$ cat src/rtl/chunk_adder.sv
// chunk_adder: multi-cycle adder/subtractor that works CHUNK bits per clock,
// LSB chunk first, through a CHUNK-bit slice and a registered carry.
// Ports:
//   clk, reset      - clock and synchronous active-high reset
//   start           - request, sampled only while idle
//   A, B, CI, FS    - operands, carry in and function select, sampled with start
//   busy, done      - operation in progress / one-cycle result-valid pulse
//   Y, C, V, Z, N   - registered result and flags, held until next completion
module chunk_adder #(
  parameter int unsigned WIDTH = 16,
  parameter int unsigned CHUNK = 4
) (
  input  logic             clk,
  input  logic             reset,
  input  logic             start,
  input  logic [WIDTH-1:0] A,
  input  logic [WIDTH-1:0] B,
  input  logic             CI,
  input  logic [2:0]       FS,
  output logic             busy,
  output logic             done,
  output logic [WIDTH-1:0] Y,
  output logic             C,
  output logic             V,
  output logic             Z,
  output logic             N
);

  localparam int unsigned NCH   = WIDTH / CHUNK;
  localparam int unsigned CNT_W = (NCH > 1) ? $clog2(NCH) : 1;
  localparam int unsigned SUM_W = CHUNK + 1;

  typedef enum logic {IDLE, RUN} state_t;

  state_t             state_q, state_d;
  logic [CNT_W-1:0]   cnt_q, cnt_d;
  logic [WIDTH-1:0]   a_q, a_d;
  logic [WIDTH-1:0]   be_q, be_d;
  logic [WIDTH-1:0]   res_q, res_d;
  logic               carry_q, carry_d;
  logic               pass_q, pass_d;
  logic               a_msb_q, a_msb_d;
  logic               be_msb_q, be_msb_d;
  logic               busy_q, busy_d;
  logic               done_q, done_d;
  logic [WIDTH-1:0]   y_q, y_d;
  logic               c_q, c_d;
  logic               v_q, v_d;
  logic               z_q, z_d;
  logic               n_q, n_d;

  logic [SUM_W-1:0]   sum_c;
  logic [WIDTH-1:0]   res_shift_c;
  logic               last_c;
  logic [WIDTH-1:0]   be_sel_c;
  logic               c0_sel_c;

  // Chunk slice: low CHUNK bits of both shift registers plus the carry.
  assign sum_c = {1'b0, a_q[CHUNK-1:0]} + {1'b0, be_q[CHUNK-1:0]} + SUM_W'(carry_q);

  // New sum chunk enters the result register from the top.
  assign res_shift_c = (res_q >> CHUNK) | (WIDTH'(sum_c[CHUNK-1:0]) << (WIDTH - CHUNK));

  assign last_c = (cnt_q == CNT_W'(NCH - 1));

  // Resolve function select into effective operand and initial carry.
  // Pass mode adds zero with no carry so the datapath reproduces A.
  always_comb begin
    be_sel_c = B;
    c0_sel_c = CI;
    if (FS[2]) begin
      be_sel_c = '0;
      c0_sel_c = 1'b0;
    end else begin
      case (FS[1:0])
        2'b00:   begin be_sel_c = B;   c0_sel_c = CI;   end
        2'b01:   begin be_sel_c = ~B;  c0_sel_c = CI;   end
        2'b10:   begin be_sel_c = '0;  c0_sel_c = 1'b1; end
        default: begin be_sel_c = '1;  c0_sel_c = 1'b0; end
      endcase
    end
  end

  // Next-state and output logic.
  always_comb begin
    state_d  = state_q;
    cnt_d    = cnt_q;
    a_d      = a_q;
    be_d     = be_q;
    res_d    = res_q;
    carry_d  = carry_q;
    pass_d   = pass_q;
    a_msb_d  = a_msb_q;
    be_msb_d = be_msb_q;
    busy_d   = busy_q;
    done_d   = 1'b0;
    y_d      = y_q;
    c_d      = c_q;
    v_d      = v_q;
    z_d      = z_q;
    n_d      = n_q;

    case (state_q)
      IDLE: begin
        if (start) begin
          a_d      = A;
          be_d     = be_sel_c;
          carry_d  = c0_sel_c;
          pass_d   = FS[2];
          a_msb_d  = A[WIDTH-1];
          be_msb_d = be_sel_c[WIDTH-1];
          cnt_d    = '0;
          busy_d   = 1'b1;
          state_d  = RUN;
        end
      end
      RUN: begin
        a_d     = a_q >> CHUNK;
        be_d    = be_q >> CHUNK;
        carry_d = sum_c[CHUNK];
        res_d   = res_shift_c;
        cnt_d   = cnt_q + CNT_W'(1);
        if (last_c) begin
          y_d     = res_shift_c;
          c_d     = sum_c[CHUNK];
          v_d     = !pass_q && (a_msb_q == be_msb_q) && (res_shift_c[WIDTH-1] != a_msb_q);
          z_d     = (res_shift_c == '0);
          n_d     = res_shift_c[WIDTH-1];
          done_d  = 1'b1;
          busy_d  = 1'b0;
          state_d = IDLE;
        end
      end
      default: state_d = IDLE;
    endcase
  end

  // State registers with synchronous reset.
  always_ff @(posedge clk) begin
    if (reset) begin
      state_q  <= IDLE;
      cnt_q    <= '0;
      a_q      <= '0;
      be_q     <= '0;
      res_q    <= '0;
      carry_q  <= 1'b0;
      pass_q   <= 1'b0;
      a_msb_q  <= 1'b0;
      be_msb_q <= 1'b0;
      busy_q   <= 1'b0;
      done_q   <= 1'b0;
      y_q      <= '0;
      c_q      <= 1'b0;
      v_q      <= 1'b0;
      z_q      <= 1'b0;
      n_q      <= 1'b0;
    end else begin
      state_q  <= state_d;
      cnt_q    <= cnt_d;
      a_q      <= a_d;
      be_q     <= be_d;
      res_q    <= res_d;
      carry_q  <= carry_d;
      pass_q   <= pass_d;
      a_msb_q  <= a_msb_d;
      be_msb_q <= be_msb_d;
      busy_q   <= busy_d;
      done_q   <= done_d;
      y_q      <= y_d;
      c_q      <= c_d;
      v_q      <= v_d;
      z_q      <= z_d;
      n_q      <= n_d;
    end
  end

  assign busy = busy_q;
  assign done = done_q;
  assign Y    = y_q;
  assign C    = c_q;
  assign V    = v_q;
  assign Z    = z_q;
  assign N    = n_q;

endmodule

$ cat config.mk
export PLATFORM = sky130hd
export DESIGN_NAME = chunk_adder
export DESIGN_NICKNAME = d
export VERILOG_FILES = /design/src/rtl/chunk_adder.sv
export SDC_FILE = /design/constraint.sdc
export NUM_CORES = 1
export LEC_CHECK = 0
export BUFFER_PORTS_ARGS = -buffer_cell sky130_fd_sc_hd__buf_2
export CAP_MARGIN = 40
export CORE_UTILIZATION = 59
export DETAILED_ROUTE_END_ITERATION = 8
export PLACE_DENSITY = 0.82
export SLEW_MARGIN = 25
export SYNTH_ARGS = -nofsm -noshare
export SYNTH_HDL_FRONTEND = slang
export SYNTH_SLANG_ARGS = --single-unit
$ cat constraint.sdc
create_clock -name clk -period 5.8 [get_ports clk]
set_input_delay 0.29 -clock clk [delete_from_list [all_inputs] [get_ports clk]]
set_output_delay 0.29 -clock clk [all_outputs]
set_load 0.02 [all_outputs]
# Word-level counts from Yosys, hierarchy flattened
# Index checks and enable logic that the tools add are counted.
[classes] n_reduce_logical=10 add_sub_neg=3 mux=19 bitwise_logic=3 n_eq_ne=7
[op_table] op="case mux 16 bit (2 select lines)" n=2
[op_table] op="2-to-1 mux 16 bit" n=3
[op_table] op="case mux 16 bit (3 select lines)" n=1
[op_table] op="logical NOT 16 bit" n=1
[op_table] op="NOT 16 bit" n=1
[op_table] op="OR 12 x 16 -> 16 bit" n=1
[op_table] op="case mux 1 bit (2 select lines)" n=4
[op_table] op="2-to-1 mux 1 bit" n=7
[op_table] op="AND reduction 2 bit" n=3
[op_table] op="adder 4 x 4 -> 5 bit" n=1
[op_table] op="adder 5 x 1 -> 5 bit" n=1
[op_table] op="== test 2 bit (second input constant)" n=2
[op_table] op="case mux 2 bit (2 select lines)" n=1
[op_table] op="OR reduction 2 bit" n=2
[op_table] op="adder 2 x 1 -> 2 bit (second input constant)" n=1
[op_table] op="== test 2 x 1 -> 1 bit (second input constant)" n=1
[op_table] op="logical AND 1 bit" n=2
[op_table] op="logical NOT 2 bit" n=1
[op_table] op="2-to-1 mux 2 bit" n=1
[op_table] op="inequality test 2 x 1 -> 1 bit (second input constant)" n=1
[op_table] op="inequality test 2 bit (second input constant)" n=1
[op_table] op="== test 1 bit" n=1
[op_table] op="logical NOT 1 bit" n=1
[op_table] op="inequality test 1 bit" n=1
[op_table] op="NOT 1 bit" n=1
[word_totals] word_cells=58 out_inout_bits=22 inputBits=39 register_bits=77

# Logic depth before layout (Yosys ltp)
# Gate-level depths: netlist (run 1).
[depth] word_depth=6 depth_mapped=7 depth_no_buf=7

# Worst setup path after synthesis (run 1)
# No wires, ideal clock.
[synth_timing] path_type="flip-flop to flip-flop" from="register a_q[0]" to="register z_q (netlist: Z)" t_required_ns=5.733 n_path_buf=0 stages_incl_launch_ff=8 arrival_ns=1.848 setup_time_ns=0.067 path_slack_ns=3.885 period_less_slack_ns=1.915 cell_sequence="dfxtp_1 fa_1 inv_1 fa_1 nor4b_1 nand4_1 or3b_1 o21ai_2"
[synth_between] elab_chain_len=4
[synth_lines] item="from (decl)" line_no="37" source="logic [WIDTH-1:0] a_q, a_d;"
[synth_lines] item="from (signal assigned)" line_no="143" source="a_q <= '0;"
[synth_lines] item="from (signal assigned)" line_no="160" source="a_q <= a_d;"
[synth_lines] item="adder 4 x 4 -> 5 bit" line_no="59" source="assign sum_c = {1'b0, a_q[CHUNK-1:0]} + {1'b0, be_q[CHUNK-1:0]} + SUM_W'(carry_q);"
[synth_lines] item="adder 5 x 1 -> 5 bit" line_no="59"
[synth_lines] item="OR 12 x 16 -> 16 bit" line_no="62" source="assign res_shift_c = (res_q >> CHUNK) | (WIDTH'(sum_c[CHUNK-1:0]) << (WIDTH - CHUNK));"
[synth_lines] item="logical NOT 16 bit" line_no="127" source="z_d = (res_shift_c == '0);"
[synth_lines] item="to (signal assigned)" line_no="172" source="z_q <= z_d;"
[synth_lines] item="to (decl)" line_no="49" source="logic z_q, z_d;"
# No other way between the ends.
# A chain may end at the register's enable or synchronous reset.

# Worst setup path in the final report (run 1)
[layout_timing] from="register state_q" to="register z_q (netlist: Z)"
[layout_between] elab_chain_len=1
[layout_lines] item="from (decl)" line_no="35" source="state_t state_q, state_d;"
[layout_lines] item="from (signal assigned)" line_no="158" source="state_q <= state_d;"
[layout_lines] item="AND reduction 2 bit (no source line)"
# No other way between the ends.

==> impl_metrics.toml, run 1 <==
[clock_network]
cts_tree = "built"
path_clk_slew_ps = 80
cts_setup_buffers = 0
cts_max_level = 3
ctsHoldBuffers = 0
insertion_delay_ps = 340
cts_resized = 0
cts_root_buffer = "clkbuf_8"
clockBufferDepth = 2
cts_buffers = 9
clock_sinks = 72

[logic_synthesis]
synth_cell_types = 39
synth_fa_ha_area_share_pct = 2.82
ys.flop_type = "dfxtp_1"
synth_top_cell_area_share_pct = 45.2
synth_cells = 336
ys_top_cells_by_area = "dfxtp_1, mux2i_1, nor2_1"
synth-simple-area-share_pct = 19.1
synth_top_family_by_area = "simple AND/OR/NAND/NOR gates"
synth_fp_nets = 381
synthMuxAreaShare_pct = 9.14
synth-xor-area-share_pct = 4.94
yosysWarnings = 0
avgSynthCellArea_um2 = 9.49
synth_edf_count = 0
synth_compound_area_share_pct = 13.6
synth_seq_cells = 72
syn_area_um2 = 3190
yosys.area.top_type = "dfxtp_1"
async_reset_ff_share_pct = 0
yosysSeqAreaShare_pct = 45.2

[placed_design]
gp_congestion = 0.742
port_buffers = 60
post-dp-hpwl_mm = 4.02

[global_route]
grt_usage_pct = 24.1
grt_overflow = 0
grt_antenna_before_repair = 0
grt_pass1_wl_mm = 10.3
grt_pass1_vias = 2314
grt_max_degree = 78

[timing]
grt_setup_unrepaired = "false"
finalCritPeriodShare_pct = 37.4
fin_tns_setup_ps = 0
drv_slew = 0
fin_skew_ps = 9.18
max_freq_mhz = 461
final-hold-violation-count = 0
timing.slew.headroom_pct = 48.6
fin_crit_ps = 2170
tightest_slew_ps = 772
setup_viol = 0
holdWs_ps = 203

[drt]
drtAntennaViolNets = 0
wl_per_cell_um = 13.2
drtIter0Drc = 196
via_count = 2528
drc = 0
drt-vias-per-instance = 5.52
totalWireLength_mm = 6.04
firstDrtPassIters = 4

[worst_setup_path]
crit_fanout = 77
worstPathArrival_ps = 2450
reg2reg_slack_ps = 3630
critPathKind = "flop to flop"
crit_required_ps = 6070
start_kind = "flop"
crit_path_end_kind = "flop"

[layout]
fillerInstances = 398
drive_gt1_share_pct = 22.2
n_antenna_cell = 0
syn2layout_area_growth_pct = 14.2
nets = 428

[die]
num_rows = 26
io_pins = 61
start_util_pct = 61.7
dieArea_um2 = 5700
core_area_um2 = 5170
fp.dieW_um = 75.5
die_h_um = 75.5

[pwr]
vdd_drop_max_v = 0.000167
cellPowerDensity_nw_per_um2 = 271
p_leak_uw = 0.00156

[run_status]
status = "finished clean"

[hold_path]
min_path_type = "input pin to flop"

[run]
max_cap_viol_count = 0
-- power breakdown --
part / leakage [uW] / switching (uW) / internal [uW]
sequential: 0.000585 / 11.1 / 511
combinational: 0.000891 / 63.4 / 52.1
clock: 0.0000813 / 183 / 165
-- through the flow --
step	power [uW]	util (%)	worst slack, ps	area, um2	instances
after detailed placement	649	67.1	3640	3470	442
after CTS	992	70.4	3630	3640	458
after global routing	1030	70.4	3460	3640	458
after floorplan	620	-	3890	3190	336
final	986	70.4	3630	3640	458
after global placement	644	66.7	3700	3450	441
-- cell type report --
| class | count | area (um2) | share of cell area [%] |
|---|---|---|---|
| Clock inverter | 5 | 32.5 | 0.893 |
| Clock buffer | 11 | 141 | 3.88 |
| Timing Repair Buffer | 63 | 335 | 9.20 |
| Sequential cell | 72 | 1440 | 39.6 |
| Inverter | 6 | 22.5 | 0.618 |
| Tap cell | 70 | 87.6 | 2.40 |
| Multi-Input combinational cell | 231 | 1580 | 43.4 |
-- state kept, by name, indices dropped and copies added (netlist names) --
signal,count
C,1
res_q,12
a_q,16
carry_q,1
busy,1
cnt_q,2
state_q,1
done,1
pass_q,1
V,1
Y,16
Z,1
be_q,16
be_msb_q,1
a_msb_q,1
-- path summary, 6_finish.rpt --
check                           cells after the start               start                   end
worst min register to register                      2      C$_SDFFE_PP0P_        C$_SDFFE_PP0P_
worst max-delay path                                4  state_q$_SDFF_PP0_        Z$_SDFFE_PP0P_
worst min-delay path                                3               A[15]  a_msb_q$_SDFFE_PP0P_
worst max register to register                      4  state_q$_SDFF_PP0_        Z$_SDFFE_PP0P_
-- cell usage after synthesis, types with 2 or more instances --
cell type / n
o21a_1: 2
ha_1: 4
nor3_1: 5
nor2_1: 55
nor2b_1: 3
a22oi_1: 3
buf_2: 16
a22o_1: 16
fa_1: 2
mux2i_1: 28
buf_6: 2
o21ai_0: 2
buf_4: 2
buf_1: 2
a221oi_1: 12
nand2b_1: 17
a21oi_1: 20
nand2_1: 11
inv_1: 5
nor4_1: 2
nand4_1: 4
xnor2_1: 18
clkbuf_1: 5
dfxtp_1: 72
nor3b_1: 14
-- critical path, cell delays in order, from the launching register on --
cell     delay, ps
dfxtp_2        310
buf_4          600
and3_1         660
or3b_1         410
o21ai_2        100
-- cells by family after synthesis --
logic type | count (synthesis)
AOI/OAI and AO/OA | 60
xor gates and xnor gates | 18
adders and majority gates | 6
buffers and inverters | 33
DFF | 72
muxes | 29
and+or+nand+nor | 118
-- metal layers --
| metal | part of all wire, % | wire [um] | global-route usage, % |
|---|---|---|---|
| met1 | 44 | 2680 | 29.0 |
| met2 | 49 | 2970 | 41.0 |
| met3 | 4.2 | 252 | 4.89 |
| met4 | 2.3 | 136 | 12.1 |
| met5 | 0 | 0 | 0 |
-- placed cells by master (no fill, tap or decap), drive strengths merged, types with 4 or more instances in the layout --
cell / synthesis / final
nand2b: 17 / 17
nor2: 56 / 56
a21oi: 21 / 21
a22o: 16 / 16
clkbuf: 5 / 11
nor3b: 14 / 14
ha: 4 / 4
nand4: 4 / 4
mux2i: 28 / 28
xnor2: 18 / 18
dfxtp: 72 / 72
buf: 22 / 63
inv: 6 / 6
nor3: 5 / 5
nand2: 11 / 11
a221oi: 12 / 12
No activity file was read; power rests on OpenSTA's default activity.
==> inputs of run 2 (changes only) <==
--- a/config.mk
+++ b/config.mk
@@ -7,9 +7,9 @@
 export LEC_CHECK = 0
 export BUFFER_PORTS_ARGS = -buffer_cell sky130_fd_sc_hd__buf_2
 export CAP_MARGIN = 40
-export CORE_UTILIZATION = 59
+export CORE_UTILIZATION = 49
 export DETAILED_ROUTE_END_ITERATION = 8
-export PLACE_DENSITY = 0.82
+export PLACE_DENSITY = 0.73
 export SLEW_MARGIN = 25
 export SYNTH_ARGS = -nofsm -noshare
 export SYNTH_HDL_FRONTEND = slang
==> constraint.sdc (replaced) <==
create_clock -name clk -period 1.8 [get_ports clk]
set_input_delay 0.09 -clock clk [delete_from_list [all_inputs] [get_ports clk]]
set_output_delay 0.09 -clock clk [all_outputs]
set_load 0.02 [all_outputs]
==> impl_metrics.toml, run 2 (same netlist as run 1, synthesis figures left out) <==
[worst_setup_path]
crit_path_start = "be_q[0]$_SDFFE_PP0P_"
crit_path_end_kind = "flop"
worstPathArrival_ps = 2280
critPathKind = "flop to flop"
reg2reg_slack_ps = -200
reg2reg_depth = 7
start_kind = "flop"
crit_end = "Z$_SDFFE_PP0P_"
crit_fanout = 3
crit_required_ps = 2080
crit-reg2reg-launch = "be_q[0]$_SDFFE_PP0P_"
reg2reg_to = "Z$_SDFFE_PP0P_"

[run]
max_cap_viol_count = 0

[timing]
setup_viol = 1
fin_skew_ps = 7.38
drv_slew = 0
final-hold-violation-count = 0
finalCritPeriodShare_pct = 111
holdWs_ps = 30.2
layout_setup_ws_ps = -201
grt_setup_unrepaired = "true"
timing.slew.headroom_pct = 67.6
tightest_slew_ps = 486
max_freq_mhz = 500
fin_crit_ps = 2000

[die]
dieArea_um2 = 6840
num_rows = 29
start_util_pct = 50.5
fp.dieW_um = 82.7
die_h_um = 82.7
io_pins = 61
core_area_um2 = 6310

[layout]
drive_gt1_share_pct = 24.8
layout_commonest_cell = "dfxtp_1"
regArea_um2 = 1450
syn2layout_area_growth_pct = 17.1
n_antenna_cell = 0
fin_cells = 472
nets = 435
fillerInstances = 563
multi_input_area_um2 = 1600
final_cell_mix = "dfxtp_1, buf_2, nor2_1"

[pwr]
pwr-share-seq_pct = 51.9
pwr-share-comb_pct = 12.2
cellPowerDensity_nw_per_um2 = 870
vdd_drop_max_v = 0.000491
p_sw_uw = 808
intPower_uw = 2440
swShare_pct = 24.9
p_leak_uw = 0.00162
clock_power_share_pct = 35.9

[placed_design]
post-dp-hpwl_mm = 4.33
gp_congestion = 0.753
port_buffers = 60
placedCellCount = 456

[global_route]
grt_usage_pct = 20.0
grt_pass1_wl_mm = 10.1
grt_antenna_before_repair = 0
grt_max_degree = 52
grt_overflow = 0
grt_pass1_vias = 2180

[run_status]
violations = "negative setup slack"
status = "finished with violations"

[drt]
drtIter0Drc = 96
wl_per_cell_um = 13.4
drt-vias-per-instance = 5.21
drtAntennaViolNets = 0
via_count = 2457
firstDrtPassIters = 4
drc = 0
totalWireLength_mm = 6.30

[clock_network]
clock_sinks = 72
ctsHoldBuffers = 0
cts_setup_buffers = 0
cts_buffers = 9
clockBufferDepth = 2
cts_max_level = 3
cts_root_buffer = "clkbuf_8"
path_clk_slew_ps = 70
cts_tree = "built"
insertion_delay_ps = 340

[hold_path]
min_path_type = "input pin to flop"
-- run 2: final cells by class --
class,instances,share of cell area (%)
Clock inverter,3,0.402
Sequential cell,72,38.7
Timing Repair Buffer,70,10.4
Clock buffer,13,4.52
Tap cell,77,2.58
Multi-Input combinational cell,231,42.8
Inverter,6,0.603
-- run 2: worst max-delay path, stage by stage, from the launching register on --
cell	delay, ps
dfxtp_2	350
fa_2	230
inv_2	40
fa_1	520
nor4b_4	200
nand4_1	110
or3b_1	370
o21ai_2	100
-- run 2: timing repair --
action	CTS	global route
cloned	0	0
setup endpoints to repair	1	1
gates resized for setup	4	1
pin swaps	1	0
-- run 2: per-layer routing --
layer | vias up | track usage, % | wire length, um
met1 | 1114 | 24.8 | 3010
met3 | 13 | 3.63 | 206
met4 | 0 | 11.4 | 140
met2 | 47 | 32.3 | 2940
li1 | 1283 | - | -
met5 | - | 0 | 0
-- run 2: worst min-delay path by stage --
| stage | from | endpoint | slack, ps | depth (start not counted) |
|---|---|---|---|---|
| final | A[15] | a_msb_q$_SDFFE_PP0P_ | 30 | 3 |
| after global routing | A[15] | a_msb_q$_SDFFE_PP0P_ | 30 | 3 |
| after CTS | FS[2] | pass_q$_SDFFE_PP0P_ | 10 | 3 |
| after detailed placement | reset | res_q[11]$_SDFFE_PP0P_ | 390 | 2 |
| after global placement | FS[2] | pass_q$_SDFFE_PP0P_ | 370 | 3 |
| after floorplan | FS[2] | pass_q$_SDFFE_PP0P_ | 230 | 2 |
-- run 2: power groups by stage --
stage	Clock (uW)	Combinational (uW)	Sequential, uW
2_1_floorplan	0	290	1710
3_3_place_gp	0	383	1720
3_5_place_dp	0	391	1720
4_1_cts	1200	393	1690
5_1_grt	1270	442	1690
6_report	1170	396	1690
-- run 2: metrics by stage --
step	setup slack, ps	TNS, ps	utilization, %	total power, uW	instance area (um2)
2_1_floorplan	-71.0	-71.0	-	2000	3200
3_3_place_gp	-146	-146	56.0	2100	3540
3_5_place_dp	-197	-197	56.0	2110	3540
4_1_cts	-206	-206	59.0	3270	3730
5_1_grt	-348	-348	59.2	3400	3730
6_report	-201	-201	59.2	3250	3730
==> inputs of run 3 (changes only) <==
--- a/config.mk
+++ b/config.mk
@@ -10,6 +10,7 @@
 export CORE_UTILIZATION = 49
 export DETAILED_ROUTE_END_ITERATION = 8
 export PLACE_DENSITY = 0.73
+export RECOVER_POWER = 25
 export SLEW_MARGIN = 25
 export SYNTH_ARGS = -nofsm -noshare
 export SYNTH_HDL_FRONTEND = slang
==> impl_metrics.toml, run 3 (same netlist as run 1, synthesis figures left out) <==
[clock_network]
clockBufferDepth = 2
cts_root_buffer = "clkbuf_8"
ctsHoldBuffers = 0
cts_max_level = 3
clock_sinks = 72
cts_tree = "built"
insertion_delay_ps = 340
path_clk_slew_ps = 70
cts_buffers = 9

[layout]
nets = 435
utilization_pct = 58.5
n_antenna_cell = 0
finalInstanceArea_um2 = 3690
layout_commonest_cell = "dfxtp_1"
drive_gt1_share_pct = 19.7
syn2layout_area_growth_pct = 15.8
final_cell_mix = "dfxtp_1, nor2_1, buf_2"

[worst_setup_path]
crit-reg2reg-launch = "be_q[0]$_SDFFE_PP0P_"
crit_path_end_kind = "flop"
critPathKind = "flop to flop"
worstPathArrival_ps = 2280
reg2reg_depth = 7
crit_fanout = 3
reg2reg_slack_ps = -200
reg2reg_to = "Z$_SDFFE_PP0P_"
start_kind = "flop"
crit_required_ps = 2080

[die]
core_area_um2 = 6310
io_pins = 61
num_rows = 29
start_util_pct = 50.5
die_h_um = 82.7
fp.dieW_um = 82.7
dieArea_um2 = 6840

[timing]
holdWs_ps = 29.2
max_freq_mhz = 500
timing.slew.headroom_pct = 29.6
fin_tns_setup_ps = -1030
finalCritPeriodShare_pct = 111
layout_setup_ws_ps = -199
tightest_slew_ps = 1060
fin_crit_ps = 2000
grt_setup_unrepaired = "true"
setup_viol = 14
drv_slew = 0
final-hold-violation-count = 0
fin_skew_ps = 6.14

[hold_path]
hold_end = "a_msb_q$_SDFFE_PP0P_"
min_path_type = "input pin to flop"
holdPathStages = 3
hp-start = "A[15]"

[global_route]
met2_usage_pct = 32.3
grt_use_met1_pct = 24.8
top_usage_layer = "met2"
grt_max_degree = 52
grt_pass1_vias = 2180
grt_overflow = 0
use_met3_pct = 3.63
grt_pass1_wl_mm = 10.1
grt_usage_pct = 20.0
grt_antenna_before_repair = 0

[run_status]
status = "finished with violations"
violations = "negative setup slack"

[pwr]
vdd_drop_max_v = 0.000491
p_leak_uw = 0.00153
cellPowerDensity_nw_per_um2 = 879

[drt]
totalWireLength_mm = 6.34
wl_per_cell_um = 13.4
drc = 0
firstDrtPassIters = 4
drt-vias-per-instance = 5.23
via_count = 2468
drtIter0Drc = 85
drtAntennaViolNets = 0

[placed_design]
gp_congestion = 0.753
port_buffers = 60
post-dp-hpwl_mm = 4.33
placed_area_um2 = 3540

[run]
max_cap_viol_count = 0
-- run 3: final cells by class --
type,count,area (um2)
well taps,77,96.3
flip-flops and latches,72,1440
fillers,569,2620
repair buffers,70,349
inverters,6,22.5
clock buffers,13,169
clock inverters,3,15.0
multi-input cells,231,1600
-- run 3: worst max-delay path, stage by stage (launching register included) --
cell	delay, ps
dfxtp_2	350
fa_2	230
inv_2	40
fa_1	520
nor4b_4	200
nand4_1	120
or3b_1	370
o21ai_2	100
-- run 3: metal layers --
metal / wire (um) / part of all wire (%)
met1: 3050 / 48
met2: 2930 / 46
met3: 215 / 3.4
met4: 140 / 2.2
met5: 0 / 0
-- run 3: report_power, final --
part / switching, uW / internal (uW)
Clock: 562 / 607
Combinational: 209 / 183
Sequential: 37.8 / 1650
-- run 3: worst max-delay path by stage --
stage	start	end	slack (ps)	cells after the start
global route	be_q[0]$_SDFFE_PP0P_	Z$_SDFFE_PP0P_	-350	7
global placement	a_q[0]$_SDFFE_PP0P_	Z$_SDFFE_PP0P_	-150	7
CTS	be_q[0]$_SDFFE_PP0P_	Z$_SDFFE_PP0P_	-210	7
detailed placement	a_q[0]$_SDFFE_PP0P_	Z$_SDFFE_PP0P_	-200	7
floorplan	a_q[0]$_SDFFE_PP0P_	Z$_SDFFE_PP0P_	-70	7
finish	be_q[0]$_SDFFE_PP0P_	Z$_SDFFE_PP0P_	-200	7
-- run 3: metrics by stage --
| stage | setup WS [ps] | cells | total power, uW |
|---|---|---|---|
| floorplan | -71.0 | 336 | 2000 |
| global placement | -146 | 456 | 2100 |
| detailed placement | -197 | 456 | 2110 |
| CTS | -206 | 472 | 3270 |
| global route | -348 | 472 | 3400 |
| finish | -199 | 472 | 3250 |
-- run 3: what timing repair did --
item | in CTS | in global routing
pin swaps | 1 | 0
endpoints found under the setup margin | 1 | 1
buffers inserted | 0 | 0
cloned | 0 | 0
gates resized for setup | 4 | 1
